==> src/rtl/cla_adder.sv <==
// cla_adder: N-bit two-level carry-lookahead adder with a registered result.
// 4-bit lookahead groups feed a tree of 4-wide group-carry lookahead units,
// so no carry ripples between groups at any width.
// Optional feature: define CLA_OVERFLOW_EN to add the registered signed
// overflow output Ovf.
module cla_adder #(
  parameter int N = 16
) (
  input  logic         clk,
  input  logic         rst_n,
  input  logic         in_valid,
  input  logic [N-1:0] A,
  input  logic [N-1:0] B,
  input  logic         Cin,
  output logic [N-1:0] S,
  output logic         Cout,
  output logic         out_valid
`ifdef CLA_OVERFLOW_EN
  ,
  output logic         Ovf
`endif
);

  // Tree sizing: the group count is padded up to a power of 4 so that every
  // lookahead node has exactly four children. Padded groups have g=p=0.
  function automatic int pad_pow4(input int n);
    int r;
    r = 1;
    while (r < n) r = r * 4;
    return r;
  endfunction

  function automatic int levels4(input int n);
    int r;
    int l;
    r = 1;
    l = 0;
    while (r < n) begin
      r = r * 4;
      l = l + 1;
    end
    return l;
  endfunction

  localparam int NG  = N / 4;
  localparam int NGP = pad_pow4(NG);
  localparam int LV  = levels4(NG);

  if ((N % 4) != 0 || N < 4) begin : g_bad_width
    $fatal(1, "cla_adder: N must be a multiple of 4 and at least 4");
  end

  // Carries into positions 0..3 of a 4-wide lookahead block (c[0] = cin).
  function automatic logic [3:0] lookahead4(input logic [3:0] g, input logic [3:0] p,
                                            input logic cin);
    logic [3:0] c;
    c[0] = cin;
    c[1] = g[0] | (p[0] & cin);
    c[2] = g[1] | (p[1] & g[0]) | (p[1] & p[0] & cin);
    c[3] = g[2] | (p[2] & g[1]) | (p[2] & p[1] & g[0]) | (p[2] & p[1] & p[0] & cin);
    return c;
  endfunction

  function automatic logic group_gen(input logic [3:0] g, input logic [3:0] p);
    return g[3] | (p[3] & g[2]) | (p[3] & p[2] & g[1]) | (p[3] & p[2] & p[1] & g[0]);
  endfunction

  logic [N-1:0] bit_g;
  logic [N-1:0] bit_p;
  logic [N-1:0] bit_c;
  logic [N-1:0] sum;
  logic         carry_out;
  // Per tree level: generate, propagate and carry-in of every node.
  // Entry NGP of level 0 carries the root carry-out, so carry_out is always
  // the carry into group NG whether or not the tree is padded.
  logic [NGP:0] lvl_g [LV+1];
  logic [NGP:0] lvl_p [LV+1];
  logic [NGP:0] lvl_c [LV+1];

  // Combinational core: up-sweep of group G/P, down-sweep of carries, sum.
  always_comb begin
    for (int l = 0; l <= LV; l++) begin
      lvl_g[l] = '0;
      lvl_p[l] = '0;
      lvl_c[l] = '0;
    end
    bit_g = A & B;
    bit_p = A ^ B;
    bit_c = '0;

    for (int k = 0; k < NG; k++) begin
      lvl_g[0][k] = group_gen(bit_g[4*k +: 4], bit_p[4*k +: 4]);
      lvl_p[0][k] = &bit_p[4*k +: 4];
    end

    for (int l = 1; l <= LV; l++) begin
      for (int j = 0; j < NGP / 4; j++) begin
        if (j < (NGP >> (2 * l))) begin
          lvl_g[l][j] = group_gen(lvl_g[l-1][4*j +: 4], lvl_p[l-1][4*j +: 4]);
          lvl_p[l][j] = &lvl_p[l-1][4*j +: 4];
        end
      end
    end

    lvl_c[LV][0] = Cin;
    for (int l = LV; l >= 1; l--) begin
      for (int j = 0; j < NGP / 4; j++) begin
        if (j < (NGP >> (2 * l))) begin
          lvl_c[l-1][4*j +: 4] = lookahead4(lvl_g[l-1][4*j +: 4], lvl_p[l-1][4*j +: 4],
                                            lvl_c[l][j]);
        end
      end
    end
    lvl_c[0][NGP] = lvl_g[LV][0] | (lvl_p[LV][0] & Cin);

    for (int k = 0; k < NG; k++) begin
      bit_c[4*k +: 4] = lookahead4(bit_g[4*k +: 4], bit_p[4*k +: 4], lvl_c[0][k]);
    end

    sum       = bit_p ^ bit_c;
    carry_out = lvl_c[0][NG];
  end

  // Result register: loads only on valid input, so idle-cycle operands
  // never reach S/Cout.
  always_ff @(posedge clk or negedge rst_n) begin
    if (!rst_n) begin
      S         <= '0;
      Cout      <= 1'b0;
      out_valid <= 1'b0;
`ifdef CLA_OVERFLOW_EN
      Ovf       <= 1'b0;
`endif
    end else begin
      out_valid <= in_valid;
      if (in_valid) begin
        S    <= sum;
        Cout <= carry_out;
`ifdef CLA_OVERFLOW_EN
        Ovf  <= bit_c[N-1] ^ carry_out;
`endif
      end
    end
  end

endmodule

==> config.mk <==
export PLATFORM = sky130hd
export DESIGN_NAME = cla_adder
export DESIGN_NICKNAME = d
export VERILOG_FILES = /design/src/rtl/cla_adder.sv
export SDC_FILE = /design/constraint.sdc
export NUM_CORES = 1
export LEC_CHECK = 0
export CORE_ASPECT_RATIO = 1.2
export CORE_MARGIN = 2
export CORE_UTILIZATION = 44
export CTS_BUF_LIST = sky130_fd_sc_hd__clkbuf_16
export DETAILED_ROUTE_END_ITERATION = 7
export PLACE_DENSITY = 0.81
export SYNTH_ARGS = -nofsm -noshare
export SYNTH_HDL_FRONTEND = slang
export SYNTH_SLANG_ARGS = --single-unit
==> constraint.sdc <==
create_clock -name clk -period 1 [get_ports clk]
set_input_delay 0.1 -clock clk [delete_from_list [all_inputs] [get_ports clk]]
set_output_delay 0.1 -clock clk [all_outputs]
set_load 0.01 [all_outputs]
==> results.txt <==
----------------------------------------------------
[Outcome]
  Run status ... finished with violations
  Failing checks ... negative setup slack

[Layout]
  Non-filler instance count after layout ... slightly below 300
  Final-layout fill cell count ... 62
  Fin area ... 2922 sq um
  Share of final-layout standard cells stronger than drive strength 1 ... between 60% and 70%
  Number of inserted diodes ... 0
  Final net count ... 315
  Synth-to-Final Area Change ... 110.2%

[Critical path]
  Largest incremental delay on the critical path ... between 0.4 and 0.5 ns
  Number of cells traversed by the worst register-to-register path ... 2
  Startpoint of the lowest-slack register-to-register path ... S[15]$_DFFE_PN0P_
  Critical path required time ... around 1.1 ns
  Critical Path Most Common Cell ... sky130_fd_sc_hd__buf_6
  RR Endpoint ... S[15]$_DFFE_PN0P_
  FF-to-FF setup slack ... -0.04 ns
  Critical path's slowest cell ... sky130_fd_sc_hd__fa_2
  Crit path launch type ... primary input
  Data arrival time of the worst path ... approximately 2.2 ns
  Critical path cell sequence ... buf_6 -> ha_4 -> buf_6 -> a21oi_4 -> o21ai_2 -> o22ai_2 -> nand2_2 -> a21o_1 -> fa_2 -> mux2_4
  Worst-path maximum fanout ... 3
  Type of destination of the critical path ... flop
  Critical Setup Path Class ... in -> reg

[Synth]
  Netlist cell types ... between 40 and 50
  Number of enable-type register cells in the synthesized netlist ... 0
  Netlist area before placement ... between 1000 and 1500 sq um
  Total of warnings raised by yosys ... 0
  Syn_nets ... around 190
  Portion of synthesized cell area occupied by the leading cell type ... 32.40%
  Seq/Total Area, Yosys ... 32.40%
  Avg Synthesized Cell Area ... 10.15 sq um
  Most used flip-flop cell after synthesis ... sky130_fd_sc_hd__dfrtp_1
  Yosys reg bits ... 18
  Post-synthesis cell count ... 137
  Fraction of synthesis flops using an asynchronous set or reset pin ... 100.0%
  Cell taking the most area after synthesis ... sky130_fd_sc_hd__dfrtp_1
  Most area-consuming cells after synthesis ... sky130_fd_sc_hd__dfrtp_1 32%, sky130_fd_sc_hd__ha_1 14%, sky130_fd_sc_hd__fa_1 5.8%, sky130_fd_sc_hd__mux2_2 4.9%, sky130_fd_sc_hd__xnor2_1 4.4%

[CTS]
  Number of buffers created by CTS ... 3
  Number of buffers on the longest clock path ... 2
  Source-to-sink clock delay at the later pin of the worst-skew pair ... 0.25 ns
  TritonCTS sink count ... 18
  Hold-fix buffer count after cts ... 0
  TritonCTS clock tree ... built
  Number of H-tree branching levels ... 1
  Clock slew at reported path FFs ... 0.06 ns
  Root buffer selected by CTS ... sky130_fd_sc_hd__clkbuf_16

[STA]
  Final min period ... a little over 2 ns
  Relative slew margins ... about two thirds
  Worst path setup slack after routing ... -1.037 ns
  Transition time of the tightest slew-check pin ... 0.4814 ns
  Final Max Tran Viols ... 0
  Number of setup violations in the final report ... 17
  Share of the clock period used by the worst path ... 203.7%
  Final count of hold timing violations ... 0
  Maximum achievable frequency ... slightly below 500 MHz
  Clock tree skew after final layout ... 0 ns
  Unrepaired setup endpoints after global routing ... yes

[Floorplanning]
  Initial cell density of the core ... roughly 46%
  DIE HEIGHT ... 65.57 um
  Ports placed on the boundary ... 54
  Floorplan die width ... ~55 um
  Placeable core area ... about 3000 sq um
  Die area ... about 3600 sq um
  Rows ... 22

[Job]
  Max capacitance violation total ... 0

[Placed design]
  DPL Wire Length ... 3472 um
  Port buffer count ... 53
  Area of placed instances ... 2489 sq um
  Cell count after placement ... 270
  Weighted congestion reported at the end of routability-driven placement ... between 0.9 and 1
  Post-place setup slack ... -1.510 ns

[Routing]
  Mean routed wirelength per cell ... just under 30 um
  Vias post-DR ... 1974
  Total Wirelength ... about 8700 um
  1st-iter DRT viols ... 200
  DRT antenna net count ... 0
  Router iterations before antenna repair ... 5
  DRC Markers ... 0
  Via density per instance ... approximately 6.7

[Global routing]
  Global Route Usage Sum ... around two fifths
  Sum of overflow across all layers after global routing ... 0
  Initial antenna violation count ... 0
  Pin count of the biggest net entering global routing ... 19
  Wire length of the first global-routing pass ... 11120 um
  Vias in the first global route ... 2053

[Power and ir drop]
  Power per cell area ... roughly 1300 nW/um^2
  Worst-case vdd ir drop ... 1.433 mV
  Cell leakage power ... 1.339 nW

[Hold path]
  HP Class ... in -> async

----------------------------------------------------
==> registers in the layout (all words and copies together), names as in the netlist <==
signal / cells
Cout: 1
S: 16
out_valid: 1
==> power breakdown <==
part	switching, mW	leakage [nW]	internal, mW
combinational	0.969	1.09	1.05
clock	0.313	0.0385	0.534
sequential	0.125	0.210	0.879
total	1.41	1.34	2.46
==> logic make-up after synthesis <==
group	synth area share, %
AOI/OAI and AO/OA	22.77
xor gates and xnor gates	4.411
adders and majority gates	20.16
buffers and inverters	2.700
DFF	32.40
muxes	5.940
and+or+nand+nor	11.61
==> cell type report <==
type | instances | area, sq um | share of cell area (%)
clock inverters | 1 | 3.754 | 0.1285
repair buffers | 119 | 950.9 | 32.55
flip-flops and latches | 18 | 450.4 | 15.42
clock buffers | 3 | 75.07 | 2.570
multi-input cells | 109 | 1366 | 46.77
well taps | 36 | 45.04 | 1.542
inverters | 8 | 30.03 | 1.028
==> cell usage in the layout (no fill, tap or decap), types with 2 or more instances in the layout <==
cell type,netlist,final
sky130_fd_sc_hd__a21oi_2,0,5
sky130_fd_sc_hd__a211oi_2,1,2
sky130_fd_sc_hd__nand3_2,0,2
sky130_fd_sc_hd__dfrtp_1,18,18
sky130_fd_sc_hd__a21o_2,2,2
sky130_fd_sc_hd__a21oi_4,0,2
sky130_fd_sc_hd__nand2b_1,2,2
sky130_fd_sc_hd__nand2_1,6,5
sky130_fd_sc_hd__xnor2_2,0,6
sky130_fd_sc_hd__clkbuf_2,0,12
sky130_fd_sc_hd__nor2_1,12,8
sky130_fd_sc_hd__ha_4,0,15
sky130_fd_sc_hd__nor3b_1,2,2
sky130_fd_sc_hd__nand3_1,4,2
sky130_fd_sc_hd__a31oi_4,0,2
sky130_fd_sc_hd__clkdlybuf4s15_1,0,7
sky130_fd_sc_hd__a211o_1,2,2
sky130_fd_sc_hd__dlygate4sd2_1,0,6
sky130_fd_sc_hd__nor2_4,0,3
sky130_fd_sc_hd__inv_1,7,6
sky130_fd_sc_hd__o21ai_2,1,3
sky130_fd_sc_hd__o21ai_0,4,2
sky130_fd_sc_hd__buf_4,0,58
sky130_fd_sc_hd__o21ai_4,0,2
sky130_fd_sc_hd__a21o_1,2,2
sky130_fd_sc_hd__buf_6,0,18
sky130_fd_sc_hd__fa_2,0,4
sky130_fd_sc_hd__o21ai_1,4,2
sky130_fd_sc_hd__clkdlybuf4s50_1,0,3
sky130_fd_sc_hd__buf_2,0,13
sky130_fd_sc_hd__mux2_4,1,7
sky130_fd_sc_hd__clkinv_1,1,2
sky130_fd_sc_hd__clkbuf_16,0,3
==> worst max path at each step <==
stage | end | slack (ns) | startpoint | depth (start not counted)
2_1_floorplan | S[8]$_DFFE_PN0P_ | -0.89 | A[0] | 7
3_3_place_gp | S[8]$_DFFE_PN0P_ | -1.45 | A[0] | 8
4_1_cts | S[8]$_DFFE_PN0P_ | -0.82 | B[0] | 8
6_report | S[12]$_DFFE_PN0P_ | -1.04 | A[9] | 10
3_5_place_dp | S[8]$_DFFE_PN0P_ | -1.51 | A[0] | 8
5_1_grt | S[12]$_DFFE_PN0P_ | -1.08 | A[9] | 10
==> synthesized netlist by cell type, types with 2 or more instances <==
master	number
sky130_fd_sc_hd__a211o_1	2
sky130_fd_sc_hd__nand2_1	6
sky130_fd_sc_hd__o21ai_1	4
sky130_fd_sc_hd__dfrtp_1	18
sky130_fd_sc_hd__xnor2_1	7
sky130_fd_sc_hd__a21o_1	2
sky130_fd_sc_hd__fa_1	4
sky130_fd_sc_hd__a21o_2	2
sky130_fd_sc_hd__a21oi_1	8
sky130_fd_sc_hd__nand3_1	4
sky130_fd_sc_hd__nor3b_1	2
sky130_fd_sc_hd__inv_1	7
sky130_fd_sc_hd__o21ai_0	4
sky130_fd_sc_hd__nor2_1	12
sky130_fd_sc_hd__mux2_2	6
sky130_fd_sc_hd__a31oi_1	3
sky130_fd_sc_hd__a211oi_1	2
sky130_fd_sc_hd__ha_1	16
sky130_fd_sc_hd__nand2b_1	2
==> critical path, delay by kind of cell <==
family | cells | cell delay [ns]
multiplexers | 1 | 0.28
AO/OA/AOI/OAI | 4 | 0.76
adder cells (fa/ha/maj) | 2 | 0.69
AND/OR/NAND/NOR | 1 | 0.12
buffers and inverters | 2 | 0.22
==> stage by stage <==
| stage | util, % | power (mW) | TNS, ns | hold slack, ns |
|---|---|---|---|---|
| floorplan | - | 1.652 | -6.859 | -0.1956 |
| global placement | 82.19 | 2.410 | -17.51 | 0.4561 |
| detailed placement | 82.19 | 2.481 | -18.09 | 0.4597 |
| CTS | 93.72 | 3.514 | -7.720 | 0.1942 |
| global route | 96.49 | 3.974 | -10.06 | 0.2023 |
| finish | 96.49 | 3.869 | -9.593 | 0.1930 |
==> routing by layer <==
layer | track usage [%] | routed length (um) | vias to the layer above | share of wire (%)
met1 | 41.14 | 2550 | 904 | 29
met2 | 76.79 | 4065 | 227 | 47
li1 | - | - | 748 | -
met5 | 0 | 0 | - | 0
met4 | 29.27 | 986 | 0 | 11
met3 | 7.480 | 1061 | 95 | 12
==> repair_timing <==
| action | 4_1_cts | 5_1_grt |
|---|---|---|
| buffers inserted | 12 | 12 |
| endpoints found under the setup margin | 35 | 26 |
| pin swaps | 44 | 31 |
| gates resized for setup | 188 | 45 |
No activity file was read; power rests on OpenSTA's default activity.
